[config.mk]
export PLATFORM = sky130hd
export DESIGN_NAME = manual_drive_ctrl
export DESIGN_NICKNAME = d
export VERILOG_FILES = /design/src/rtl/car_pkg.sv /design/src/rtl/cycle_timer.sv /design/src/rtl/manual_drive_ctrl.sv
export SDC_FILE = /design/constraint.sdc
export NUM_CORES = 1
export LEC_CHECK = 0
export CAP_MARGIN = 20
export CORE_MARGIN = 2
export CORE_UTILIZATION = 50
export CTS_CLUSTER_SIZE = 16
export DETAILED_ROUTE_END_ITERATION = 8
export GPL_ROUTABILITY_DRIVEN = 1
export PLACE_DENSITY_LB_ADDON = 0.12
export SYNTH_ARGS = -nofsm -noshare
export SYNTH_HDL_FRONTEND = slang
export SYNTH_HIERARCHICAL = 1
export SYNTH_SLANG_ARGS = --single-unit
[constraint.sdc]
create_clock -name sys_clk -period 3.4 [get_ports sys_clk]
set_clock_uncertainty 0.1 [all_clocks]
set_input_delay 1.02 -clock sys_clk [delete_from_list [all_inputs] [get_ports sys_clk]]
set_output_delay 1.02 -clock sys_clk [all_outputs]
set_load 0.01 [all_outputs]
[src/rtl/car_pkg.sv]
// car_pkg: drive-state encodings and mode codes shared by the drive controller and the simulator wrapper.
//   drive_state_t : 2-bit drive state (OFF, NOT_STARTING, STARTING, MOVING)
//   MODE_MANUAL   : mode select value for manual driving
package car_pkg;

   typedef enum logic [1:0] {
      ST_OFF          = 2'b00,
      ST_NOT_STARTING = 2'b01,
      ST_STARTING     = 2'b10,
      ST_MOVING       = 2'b11
   } drive_state_t;

   localparam logic [2:0] MODE_MANUAL = 3'b001;

endpackage

[src/rtl/cycle_timer.sv]
// cycle_timer: counts enabled cycles and pulses done on the N-th one, then restarts.
//   clk, rst : clock and asynchronous active-high reset
//   en       : count this cycle
//   clr      : synchronous clear, wins over en
//   done     : combinational pulse on the cycle the count reaches N
module cycle_timer #(
   parameter int N = 4
) (
   input  logic clk,
   input  logic rst,
   input  logic en,
   input  logic clr,
   output logic done
);

   localparam int W = (N > 1) ? $clog2(N) : 1;

   logic [W-1:0] cnt;

   assign done = en & ~clr & (cnt == W'(N - 1));

   always_ff @(posedge clk or posedge rst)
      if (rst) cnt <= '0;
      else if (clr || done) cnt <= '0;
      else if (en) cnt <= cnt + 1'b1;

endmodule

[src/rtl/manual_drive_ctrl.sv]
// manual_drive_ctrl: manual-mode drive state machine with power hold, blinkers and mileage.
//   sys_clk, rst                 : clock, asynchronous active-high reset
//   power_on, power_off          : power buttons (power_off dominates)
//   mode                         : drive mode select, manual = MODE_MANUAL
//   clutch..bu_right             : level-sensitive driver controls
//   powered, drive_state         : power flag and current drive state
//   move_*, turn_*               : motion commands, zero outside manual mode
//   led_left, led_right          : blinking turn indicators
//   mileage                      : wrapping distance tick count
module manual_drive_ctrl
   import car_pkg::*;
#(
   parameter int HOLD_CYCLES  = 100000000,
   parameter int TICK_CYCLES  = 100000000,
   parameter int BLINK_CYCLES = 50000000,
   parameter int MILEAGE_W    = 32
) (
   input  logic                 sys_clk,
   input  logic                 rst,
   input  logic                 power_on,
   input  logic                 power_off,
   input  logic [2:0]           mode,
   input  logic                 clutch,
   input  logic                 throttle,
   input  logic                 brake,
   input  logic                 reverse,
   input  logic                 bu_left,
   input  logic                 bu_right,
   output logic                 powered,
   output logic [1:0]           drive_state,
   output logic                 move_fwd,
   output logic                 move_back,
   output logic                 turn_left,
   output logic                 turn_right,
   output logic                 led_left,
   output logic                 led_right,
   output logic [MILEAGE_W-1:0] mileage
);

   drive_state_t state, nxt;
   logic prev_rev, phase;
   logic hold_en, hold_done, tick_done, blink_done;
   logic manual, moving, turning, rev_chg;

   assign manual  = (mode == MODE_MANUAL);
   assign moving  = (state == ST_MOVING);
   assign turning = (state == ST_STARTING) | moving;
   assign rev_chg = reverse ^ prev_rev;
   assign powered = (state != ST_OFF);
   // The hold count only survives uninterrupted solo presses of power_on while off.
   assign hold_en = (state == ST_OFF) & power_on & ~power_off;

   cycle_timer #(.N(HOLD_CYCLES)) u_hold (
      .clk(sys_clk), .rst(rst), .en(hold_en), .clr(~hold_en), .done(hold_done)
   );

   cycle_timer #(.N(TICK_CYCLES)) u_tick (
      .clk(sys_clk), .rst(rst), .en(moving), .clr(~moving), .done(tick_done)
   );

   cycle_timer #(.N(BLINK_CYCLES)) u_blink (
      .clk(sys_clk), .rst(rst), .en(powered), .clr(~powered), .done(blink_done)
   );

   always_comb begin
      nxt = state;
      if (power_off) nxt = ST_OFF;
      else if (state == ST_OFF) nxt = hold_done ? ST_NOT_STARTING : ST_OFF;
      else if (manual)
         case (state)
            ST_NOT_STARTING: nxt = (throttle & ~clutch) ? ST_OFF :
                                   (throttle & clutch & ~brake) ? ST_STARTING : state;
            ST_STARTING:     nxt = brake ? ST_NOT_STARTING :
                                   (throttle & ~clutch) ? ST_MOVING : state;
            ST_MOVING:       nxt = (rev_chg & ~clutch) ? ST_OFF :
                                   brake ? ST_NOT_STARTING :
                                   (clutch | ~throttle) ? ST_STARTING : state;
            default:         nxt = state;
         endcase
   end

   always_ff @(posedge sys_clk or posedge rst)
      if (rst) begin
         state    <= ST_OFF;
         prev_rev <= 1'b0;
         phase    <= 1'b0;
         mileage  <= '0;
      end else begin
         state    <= nxt;
         prev_rev <= reverse;
         phase    <= phase ^ blink_done;
         if (tick_done) mileage <= mileage + 1'b1;
      end

   // Outputs decode the state register directly so an async reset clears them at once.
   assign drive_state = state;
   assign move_fwd    = manual & moving & ~reverse;
   assign move_back   = manual & moving & reverse;
   assign turn_left   = manual & turning & bu_left & ~bu_right;
   assign turn_right  = manual & turning & bu_right & ~bu_left;
   assign led_left    = bu_left & phase & powered;
   assign led_right   = bu_right & phase & powered;

endmodule

==> key figures <==
Global routing
  • Antenna violations before repair: 0
  • Total track usage: 22.0%
  • First-pass GRT wire length: ~24 mm
  • Vias in the first global route: between 4k and 5k
  • Largest net degree at the start of global routing: 37
  • Grt total ovfl: 0

Die
  • Die outline width: roughly 120 µm
  • Site Rows: 41
  • Die Area: about 14000 µm²
  • I/O pin count: 54
  • Initial Util: a little over 50%
  • Die height: 117 µm
  • Core area: ~13000 µm²

Timing
  • Tmin final: around 3.3 ns
  • Max-slew violations: 0
  • RSZ-0062 raised after global routing: true
  • Measured slew at the worst slew-check pin: 0.635 ns
  • Final worst path period share: between 90% and 100%
  • Final-report hold violation count: 0
  • Max frequency: between 0.3 and 0.4 GHz
  • Hold Slack: ~0.36 ns
  • Setup violations, final: 0
  • Max_slew headroom: 57.6%

Finish
  • Filler cells: 1079
  • Synth-to-Final Area Change: 20.3%
  • Layout net count: approximately 710
  • Layout cells sized above 1: between 10 and 15%
  • Antenna diodes: 0
  • Finished Core Util: approximately three fifths

Setup path
  • CP cell instances: clkdlybuf4s50_1 -> nor3b_2 -> buf_4 -> nand2_1 -> nor3b_1 -> buf_2
  • WS Path Type: in -> out
  • Path depth of the worst reg2reg path: 9
  • CP endpoint kind: output pin
  • CP Max Fanout: 3
  • Arrival @ worst endpoint: around 2.2 ns
  • Worst EP required: 2.28 ns
  • Setup crit start kind: input pin
  • Crit-path max cell delay: around 0.44 ns
  • Crit path max-delay cell type: clkdlybuf4s50_1

Yosys
  • Top_reg_cell synth: dfrtp_1
  • Post-synth EDFFs: 0
  • Instance count of the mapped netlist: between 600 and 700
  • Synth Area in Compound Gates: under 10%
  • Post-synth ARST share: 100%
  • Mux contribution to synthesized area: 0.825%
  • Net Count, Synth: around 650
  • Largest family of logic cells by synthesized area: simple AND/OR/NAND/NOR gates
  • Area leader, netlist: dfrtp_1
  • Yosys cell types: 60
  • Synth top area share: ~46%
  • Synth Area in Adders: less than 1%
  • Synth Cell Area: 6370 µm²
  • Syn_area_per_cell: roughly 10 µm²
  • Sequential fraction of the synthesis area: between 40% and 50%
  • Top cells by area, synth: dfrtp_1 (46%), xor2_1 (5.6%), xnor2_1 (3.7%)
  • Simple-gate share of the synthesized area: 30.6%
  • Post-Synth XOR/XNOR Area: around a tenth
  • Top-count cell post-synth: dfrtp_1
  • Synth warnings: 6
  • Synth top cells by count: dfrtp_1 (116), nor2_1 (56), nand2_1 (48)
  • FF+latch count, synth: approximately 120

Clocking
  • Clk Tree Root Cell: clkbuf_16
  • CTS clk-pin slew, worst paths: ~0.050 ns
  • CTS sink cnt: between 100 and 150
  • Hold buffer count at CTS: 0
  • Clk_lat worst skew: approximately 0.42 ns
  • Clock buffer count from CTS: 17
  • Clock Path Buffers: 2
  • H-tree levels: 4
  • TritonCTS clock tree: built

Detailed routing
  • Via Count: 5057
  • Remaining antenna violation count: 0
  • Met3 routed WL: between 500 and 600 µm
  • Drt pass-1 iters: 5
  • DR WL/cell: 15.7 µm
  • Met2 WL: just under 7 mm
  • Final wirelength: around 14 mm
  • Drt via density: around 5.7
  • DR iter-0 viols: 231
  • Top routing layer in use: met4
  • DR DRC count: 0
  • M1 WL: about 6.3 mm

Power
  • PnR Total Power: 3.30 mW
  • Maximum VDD drop: approximately 0.00035 V
  • Total power density per cell area: between 400 and 500 nW/µm²
  • Leak pwr: 3.17 nW

Placed design
  • Routability Congestion: ~0.9
  • DP HPWL: between 9 and 10 mm
  • PortBufs: 53

Run status
  • Status: finished, final reports clean

Worst hold path
  • Hold path depth: 1
  • Class of the worst hold path: reg -> reg

Job
  • Max-cap viol count: 0
==> layer usage <==
metal | up-vias | track usage [%]
met5 | - | 0
met4 | 0 | 8.55
met3 | 19 | 5.10
met2 | 90 | 36.3
met1 | 2503 | 28.4
li1 | 2445 | -
==> worst max-delay path: cells and delay by family <==
family,cells,cell delay [ns]
buffers and inverters,3,0.76
and+or+nand+nor,3,0.42
==> flip-flops by register name, indices dropped and copies added (netlist names) <==
register / flops
drive_state: 2
prev_rev: 1
mileage: 32
u_blink/cnt: 26
u_hold/cnt: 27
u_tick/cnt: 27
phase: 1
==> report_power, final <==
group / switching [mW] / leakage (nW) / internal, mW / total [mW]
Sequential: 0.000739 / 1.62 / 1.38 / 1.38
Combinational: 0.0464 / 1.25 / 0.0262 / 0.0726
Clock: 0.621 / 0.305 / 1.22 / 1.84
Total: 0.668 / 3.17 / 2.63 / 3.30
==> path summary, 6_finish.rpt <==
kind / slack, ns / from / endpoint
setup / recovery: 0.07 / mode[0] / turn_right
hold / removal: 0.36 / mileage[31]$_DFFE_PP0P_ / mileage[31]$_DFFE_PP0P_
setup reg to reg: 0.52 / drive_state[1]$_DFFE_PP0P_ / mileage[25]$_DFFE_PP0P_
hold reg to reg: 0.36 / mileage[31]$_DFFE_PP0P_ / mileage[31]$_DFFE_PP0P_
max in group asynchronous: 1.78 / rst / mileage[12]$_DFFE_PP0P_
min in group asynchronous: 1.03 / rst / u_blink/cnt[4]$_DFFE_PP0P_
==> cells by family (layout without fill, tap and decap cells) <==
kind of cell,after synthesis,after routing
DFF,116,116
xor gates and xnor gates,68,68
muxes,5,5
adders and majority gates,4,4
AOI/OAI and AO/OA,93,93
buffers and inverters,43,118
and+or+nand+nor,305,305
==> layout by cell type, fill, tap and decap left out, drive strengths merged, types with 5 or more instances in the layout <==
master         Yosys  layout
or4               20      20
o31ai             16      16
clkbuf             4      23
nand4             46      46
nand2             48      48
nand3             33      33
and3              22      22
dfrtp            116     116
inv               17      17
and4              24      24
and2               9       9
nor3b              5       5
nor3               7       7
clkdlybuf4s50      0      49
o21ai             22      22
buf               22      19
xor2              41      41
nor2              56      56
xnor2             27      27
a21oi             38      38
or3               20      20
clkinv             0       6
==> what timing repair did <==
action / 4_1_cts / 5_1_grt
pin swaps: 1 / 0
cloned: 0 / 0
setup endpoints to repair: 4 / 2
gates resized for setup: 16 / 1
buffers inserted: 1 / 0
==> final cells by class <==
cell class | instances | area [µm²] | share of cell area [%]
multi-input combinational | 475 | 3220 | 42.0
clock inverter | 10 | 128 | 1.67
timing repair buffer | 69 | 643 | 8.40
clock buffer | 22 | 484 | 6.32
tap | 172 | 215 | 2.81
sequential | 116 | 2900 | 37.9
inverter | 17 | 63.8 | 0.833
==> through the flow <==
stage	setup TNS, ns	worst slack [ns]	cell area, µm²	instances
2_1_floorplan	0	0.500	6370	634
3_3_place_gp	-1.16	-0.392	7050	848
3_5_place_dp	-1.36	-0.456	7050	848
4_1_cts	0	0.0242	7660	881
6_report	0	0.0729	7660	881
5_1_grt	-0.00687	-0.00687	7660	881
Note: power is estimated with default switching activity, not from simulation.
